<file path="src/rtl/filter_bank_pcm_reader_if.sv">
// Bus bundle for filter_bank_pcm_reader: block start/status, output-buffer read port
// and the PCM sample stream.
interface filter_bank_pcm_reader_if;
  logic        start;
  logic [4:0]  block_base;
  logic        ready;
  logic        block_free;
  logic        buf_rd_en;
  logic [9:0]  buf_rd_addr;
  logic [17:0] buf_rd_data;
  logic        pcm_valid;
  logic        pcm_ready;
  logic [15:0] pcm_data;
  logic        pcm_last;

  // PCM stream: a sample transfers on a rising edge where pcm_valid && pcm_ready;
  // once pcm_valid is high, pcm_data/pcm_last hold until that transfer happens.
  modport master (
    input  start, block_base, buf_rd_data, pcm_ready,
    output ready, block_free, buf_rd_en, buf_rd_addr, pcm_valid, pcm_data, pcm_last
  );

  modport slave (
    output start, block_base, buf_rd_data, pcm_ready,
    input  ready, block_free, buf_rd_en, buf_rd_addr, pcm_valid, pcm_data, pcm_last
  );
endinterface

</file>
<file path="src/rtl/filter_bank_pcm_reader.sv">
// Drains a 32-word synthesis-buffer block into saturated 16-bit PCM through a 2-entry FIFO.
// Optional FILTER_BANK_PCM_ROUND_EN selects round-half-up instead of floor conversion.
module filter_bank_pcm_reader (
  input  logic                            clk,
  input  logic                            rst,
  filter_bank_pcm_reader_if.master        bus,
  output logic [1:0]                      o_dbg_state
);
  typedef enum logic [1:0] {
    S_IDLE  = 2'd0,
    S_READ  = 2'd1,
    S_DRAIN = 2'd2
  } state_t;

  state_t      r_state, w_state_next;
  logic [4:0]  r_base, r_idx;
  logic        r_inflight, r_ret_last;
  logic [15:0] r_mem_data [2];
  logic [1:0]  r_mem_last;
  logic        r_wptr, r_rptr;
  logic [1:0]  r_count, w_count_next;
  logic        w_occupied, w_rd_en, w_pop, w_pop_mem, w_push;
  logic [18:0] w_ext, w_shift;
  logic [15:0] w_conv;

  assign w_ext = {bus.buf_rd_data[17], bus.buf_rd_data};
`ifdef FILTER_BANK_PCM_ROUND_EN
  assign w_shift = $signed(w_ext + 19'd1) >>> 1;
`else
  assign w_shift = $signed(w_ext) >>> 1;
`endif

  always_comb begin
    w_conv = w_shift[15:0];
    if (!w_shift[18] && (w_shift[17:15] != 3'b000)) w_conv = 16'h7FFF;
    else if (w_shift[18] && (w_shift[17:15] != 3'b111)) w_conv = 16'h8000;
  end

  // The FIFO is fall-through: when empty, the word returning from the buffer is the head
  // and leaves in the same cycle if accepted, which keeps one sample per cycle.
  assign w_occupied    = (r_count != 2'd0);
  assign bus.pcm_valid = w_occupied || r_inflight;
  assign bus.pcm_data  = w_occupied ? r_mem_data[r_rptr] : (r_inflight ? w_conv : 16'd0);
  assign bus.pcm_last  = w_occupied ? r_mem_last[r_rptr] : (r_inflight && r_ret_last);
  assign w_pop         = bus.pcm_valid && bus.pcm_ready;
  assign w_pop_mem     = w_pop && w_occupied;
  assign w_push        = r_inflight && !(w_pop && !w_occupied);
  assign w_count_next  = r_count + {1'b0, w_push} - {1'b0, w_pop_mem};

  assign bus.buf_rd_addr = {r_base, r_idx};
  assign bus.block_free  = r_ret_last;
  assign bus.buf_rd_en   = w_rd_en;
  assign o_dbg_state     = r_state;

  always_comb begin
    w_state_next = r_state;
    bus.ready    = 1'b0;
    w_rd_en      = 1'b0;
    case (r_state)
      S_IDLE: begin
        bus.ready = 1'b1;
        if (bus.start) w_state_next = S_READ;
      end
      S_READ: begin
        w_rd_en = ((r_count + {1'b0, r_inflight}) < 2'd2);
        if (w_rd_en && (r_idx == 5'd31)) w_state_next = S_DRAIN;
      end
      // Leave as the last word is accepted, so ready rises right after the final sample.
      S_DRAIN: if (w_count_next == 2'd0) w_state_next = S_IDLE;
      default: w_state_next = S_IDLE;
    endcase
  end

  always_ff @(posedge clk or negedge rst) begin
    if (!rst) begin
      r_state    <= S_IDLE;
      r_base     <= 5'd0;
      r_idx      <= 5'd0;
      r_inflight <= 1'b0;
      r_ret_last <= 1'b0;
      r_wptr     <= 1'b0;
      r_rptr     <= 1'b0;
      r_count    <= 2'd0;
    end else begin
      r_state <= w_state_next;
      if ((r_state == S_IDLE) && bus.start) begin
        r_base <= bus.block_base;
        r_idx  <= 5'd0;
      end else if (w_rd_en) begin
        r_idx <= r_idx + 5'd1;
      end
      r_inflight <= w_rd_en;
      r_ret_last <= w_rd_en && (r_idx == 5'd31);
      if (w_push)    r_wptr <= ~r_wptr;
      if (w_pop_mem) r_rptr <= ~r_rptr;
      r_count <= w_count_next;
    end
  end

  always_ff @(posedge clk) begin
    if (w_push) begin
      r_mem_data[r_wptr] <= w_conv;
      r_mem_last[r_wptr] <= r_ret_last;
    end
  end
endmodule

</file>
<file path="src/flat_wrapper.sv">
// flat-port wrapper written by rule: the top's interface ports become plain ports
module filter_bank_pcm_reader_flat 
  (clk, rst, o_dbg_state, bus_start, bus_block_base, bus_buf_rd_data, bus_pcm_ready, bus_ready, bus_block_free, bus_buf_rd_en, bus_buf_rd_addr, bus_pcm_valid, bus_pcm_data, bus_pcm_last);
  filter_bank_pcm_reader_if bus_i ();
  input  logic clk;
  input  logic rst;
  output logic [1:0] o_dbg_state;
  input wire logic [$bits(bus_i.start)-1:0] bus_start;
  input wire logic [$bits(bus_i.block_base)-1:0] bus_block_base;
  input wire logic [$bits(bus_i.buf_rd_data)-1:0] bus_buf_rd_data;
  input wire logic [$bits(bus_i.pcm_ready)-1:0] bus_pcm_ready;
  output wire logic [$bits(bus_i.ready)-1:0] bus_ready;
  output wire logic [$bits(bus_i.block_free)-1:0] bus_block_free;
  output wire logic [$bits(bus_i.buf_rd_en)-1:0] bus_buf_rd_en;
  output wire logic [$bits(bus_i.buf_rd_addr)-1:0] bus_buf_rd_addr;
  output wire logic [$bits(bus_i.pcm_valid)-1:0] bus_pcm_valid;
  output wire logic [$bits(bus_i.pcm_data)-1:0] bus_pcm_data;
  output wire logic [$bits(bus_i.pcm_last)-1:0] bus_pcm_last;
  assign bus_i.start = bus_start;
  assign bus_i.block_base = bus_block_base;
  assign bus_i.buf_rd_data = bus_buf_rd_data;
  assign bus_i.pcm_ready = bus_pcm_ready;
  assign bus_ready = bus_i.ready;
  assign bus_block_free = bus_i.block_free;
  assign bus_buf_rd_en = bus_i.buf_rd_en;
  assign bus_buf_rd_addr = bus_i.buf_rd_addr;
  assign bus_pcm_valid = bus_i.pcm_valid;
  assign bus_pcm_data = bus_i.pcm_data;
  assign bus_pcm_last = bus_i.pcm_last;
  filter_bank_pcm_reader u_core (.clk(clk), .rst(rst), .bus(bus_i), .o_dbg_state(o_dbg_state));
endmodule
</file>
<file path="config.mk">
export PLATFORM = sky130hd
export DESIGN_NAME = filter_bank_pcm_reader_flat
export DESIGN_NICKNAME = d
export VERILOG_FILES = /design/src/rtl/filter_bank_pcm_reader_if.sv /design/src/rtl/filter_bank_pcm_reader.sv /design/src/flat_wrapper.sv
export SDC_FILE = /design/constraint.sdc
export NUM_CORES = 1
export LEC_CHECK = 0
export CAP_MARGIN = 20
export CORE_MARGIN = 5
export CORE_UTILIZATION = 51
export CTS_BUF_LIST = sky130_fd_sc_hd__clkbuf_2 sky130_fd_sc_hd__clkbuf_4 sky130_fd_sc_hd__clkbuf_8
export DETAILED_ROUTE_END_ITERATION = 16
export HOLD_SLACK_MARGIN = 0.06
export PLACE_DENSITY = 0.87
export SYNTH_ARGS = -nofsm -noshare
export SYNTH_HDL_FRONTEND = slang
export SYNTH_SLANG_ARGS = --single-unit
</file>
<file path="constraint.sdc">
create_clock -name clk -period 2.8 [get_ports clk]
set_input_delay 0.84 -clock clk [delete_from_list [all_inputs] [get_ports clk]]
set_output_delay 0.84 -clock clk [all_outputs]
set_load 0.02 [all_outputs]
</file>
==> metrics.md <==
| Metric | Value |
|---|---|
| Result of the run | finished clean |
| Simple-gate portion of the synthesized area | 12.0% |
| Placed Area | 3220 um^2 |
| Area share of the largest cell type after synthesis | 42.7% |
| Vias post-DR | 1,808 |
| Register area | 1470 um^2 |
| Kind of end point of the critical path | output port |
| Count of cell types in the netlist | 33 |
| Share of the synthesized netlist area taken by xor and xnor gates | 1.73% |
| Largest net degree at the start of global routing | 22 |
| Width of the die | 78.4 um |
| Maximum clock rate | 0.365 GHz |
| Final nets | 301 |
| Initial antenna violation count | 0 |
| Instance count of the mapped netlist | 184 |
| Total of flip-flops plus latches after synthesis | 52 |
| Critical path buffer and inverter count | 3 |
| Portion of the post-synthesis area used by sequential elements | 61.6% |
| Total Die Area | 6150 um^2 |
| Post-CTS setup buffer count | 0 |
| Input/output buffers | 58 |
| Leading area contributor after synthesis | edfxtp_1 |
| Number of global-route vias before repair | 1,777 |
| Final hold violation count | 0 |
| Post-route minimum period | 2.74 ns |
| Total design power | 3.72 mW |
| Worst EP required | 1.96 ns |
| Crit path launch | bus_buf_rd_data[16] |
| CTS tree | done |
| Area delta synth->final | 40.1% |
| Worst setup slack after layout | 0.0587 ns |
| Final total negative setup slack | 0 ns |
| Multi-input gate area | 930 um^2 |
| Total of max-cap violations | 0 |
| Worst r2r src | u_core.r_count[0] |
| Share of synthesized registers carrying an async set or reset | 34.6% |
| Ports | 60 |
| Hold_buf cts | 0 |
| Critical path startpoint category | primary input |
| Pre-CTS WS | -0.793 ns |
| Post-route cell area | 3350 um^2 |
| Ys flop type | edfxtp_1 |
| Path depth of the worst reg2reg path | 9 |
| Core Box Area | 4440 um^2 |
| Synth top area cells | edfxtp_1, dfrtp_1, mux2i_1 |
| Gate family responsible for the most delay along the worst path | buffers and inverters |
| Post-Synthesis Cell Area | 2390 um^2 |
| Number of remaining DRC errors | 0 |
| Clock net sink count | 52 |
| Antenna-violating nets left | 0 |
| Final Setup Violations | 0 |
| Cell at the root of the clock tree | clkbuf_8 |
| Sum of routed wire length over all layers | 5.71 mm |
| Power per cell area | 1110 nW/um^2 |
| Slew at the pin closest to its max-slew limit | 0.492 ns |
| Global placement routability congestion | 0.775 |
| Worst flop-to-flop path endpoint | u_core.o_dbg_state[1] |
| Share of cells above drive strength 1 | 27.3% |
| Critical Path Most Common Cell | buf_4 |
| DIE HEIGHT | 78.4 um |
| Share of synthesized area spent on multiplexers | 11.1% |
| Number of diodes | 0 |
| Class of the most critical setup path | primary input to output port |
| Most repeated cell in the gate-level netlist after synthesis | edfxtp_1 |
| Number of buffers created by CTS | 5 |
| Layout filler cell count | 286 |
| Final worst-path cycle share | 97.9% |
| Synth warnings | 0 |
| H-tree depth | 2 |
| Tot GR Track Use | 19.8% |
| Post-detailed-route wirelength per cell | 17.7 um |
| Number of DRC markers in iteration 0 | 136 |
| Max-slew violations | 0 |
| Unrepaired setup endpoints after global routing | no |
| R2r setup slk | 0.74 ns |
| Type of the most critical hold path | flip-flop to flip-flop |
| Number of standard-cell rows in the floorplan | 24 |
| Worst-case vdd ir drop | 0.622 mV |
| Count of flip-flops with a built-in enable after synthesis | 34 |
| Worst path max stage delay | 0.25 ns |
| Compound-cell area share of the yosys netlist | 8.07% |
| Clock slew seen by the registers of the worst setup and hold paths | 0.08 ns |
| First drt pass iteration count | 4 |
| Adder and majority cell fraction of the synthesized area | 2.10% |
| Setup clock skew after layout | 0.00338 ns |
| Overflow after GRT | 0 |
| Static leakage | 1.45 nW |
| Source-to-sink clock delay at the later pin of the worst-skew pair | 0.30 ns |
| Mapped Avg Cell Area | 13.0 um^2 |
| Main combinational cell family by area after synthesis | simple AND/OR/NAND/NOR gates |
| Top fanout value on the critical path | 6 |
| Crit path cell chain | dlygate4sd2_1, nor2b_4, buf_4, nor2_1, o32ai_4, buf_4 |
| First-pass GRT wire length | 9.21 mm |
| Worst slew margin relative to its limit | 66.9% |
| Starting density of the core | 53.7% |
| Post-Synthesis Net Count | 215 |
| Top cells by count, synth | edfxtp_1, nor2_1, mux2i_1, dfrtp_1, o32ai_1 |
| Post-detail-place hpwl | 3.95 mm |
| Critical path's slowest cell | dlygate4sd2_1 |
| Max clock buf depth | 2 |
| Number of cells on the critical path | 6 |
| Destination of the critical timing path | bus_pcm_data[4] |
| Data arrival time at the worst-slack endpoint | 1.90 ns |
| Ratio of routed vias to standard cells | 5.60 |
| Worst hold slack | 0.493 ns |
-- worst min-delay path by stage --
| stage | start | end | slack (ns) | cells after the start |
|---|---|---|---|---|
| after floorplan | u_core.r_wptr | u_core.r_wptr | 0.46 | 1 |
| after global placement | u_core.r_wptr | u_core.r_wptr | 0.47 | 1 |
| after detailed placement | u_core.r_wptr | u_core.r_wptr | 0.48 | 1 |
| after CTS | u_core.r_wptr | u_core.r_wptr | 0.49 | 1 |
| after global routing | u_core.r_wptr | u_core.r_wptr | 0.51 | 1 |
| final | u_core.r_wptr | u_core.r_wptr | 0.49 | 1 |
-- per-layer routing --
layer / share of wire [%] / vias up / global-route usage, %
li1: - / 856 / -
met1: 41 / 884 / 24.0
met2: 53 / 58 / 35.2
met3: 4.3 / 10 / 3.55
met4: 2.4 / 0 / 7.34
met5: 0 / - / 0
-- layout by cell type, fill, tap and decap left out, drive strengths merged, types with 2 or more instances in the layout --
master         count
dfrtp             18
nand2              8
nor2b              5
clkdlybuf4s50     38
dlygate4sd2        3
edfxtp            34
buf               48
and2               2
xor2               2
o21ai              3
and3               3
ha                 4
nor2              33
nand4              5
mux2i             19
mux2               5
inv                4
clkbuf             6
o32ai             15
-- worst register-to-register path: stages (launching register included) --
cell and delay (ns):
dfrtp_1 0.44, nor2_2 0.16, buf_6 0.24, nor2b_1 0.11
ha_1 0.31, inv_1 0.07, ha_1 0.15, xor3_1 0.23
o211ai_1 0.17, nand2_1 0.07
-- area by class of cell --
class | count | share of cell area [%]
flip-flops and latches | 52 | 44.0
clock inverters | 2 | 0.337
multi-input cells | 116 | 27.8
inverters | 4 | 0.449
repair buffers | 91 | 23.2
clock buffers | 6 | 2.28
well taps | 52 | 1.94
-- registers in the layout, summed over array words and instances (netlist names) --
signal                 count
u_core.r_inflight          1
u_core.o_dbg_state         2
u_core.r_base              5
u_core.r_count             2
u_core.r_rptr              1
u_core.bus.block_free      1
u_core.r_mem_data         32
u_core.r_mem_last          2
u_core.r_wptr              1
u_core.r_idx               5
-- report_power, final --
group	total [mW]	leakage, nW	internal (mW)	switching, mW
logic	2.00	0.868	0.892	1.11
clock network	0.417	0.0423	0.183	0.233
registers	1.30	0.536	1.15	0.144
total	3.72	1.45	2.23	1.49
-- cell families after synthesis --
group / after synthesis
xor gates and xnor gates: 3
muxes: 24
DFF: 52
and+or+nand+nor: 61
buffers and inverters: 16
AOI/OAI and AO/OA: 24
adders and majority gates: 4
-- timing repair --
item | in CTS | in global routing
gates cloned | 0 | 0
pin swaps | 1 | 1
gates resized for setup | 97 | 5
setup endpoints to repair | 17 | 15
-- metrics by stage --
stage | util [%] | std cells
finish | 75.3 | 323
CTS | 74.7 | 323
global route | 75.3 | 323
floorplan | - | 184
global placement | 72.4 | 315
detailed placement | 72.4 | 315
Power figures use the tool's default switching activity.
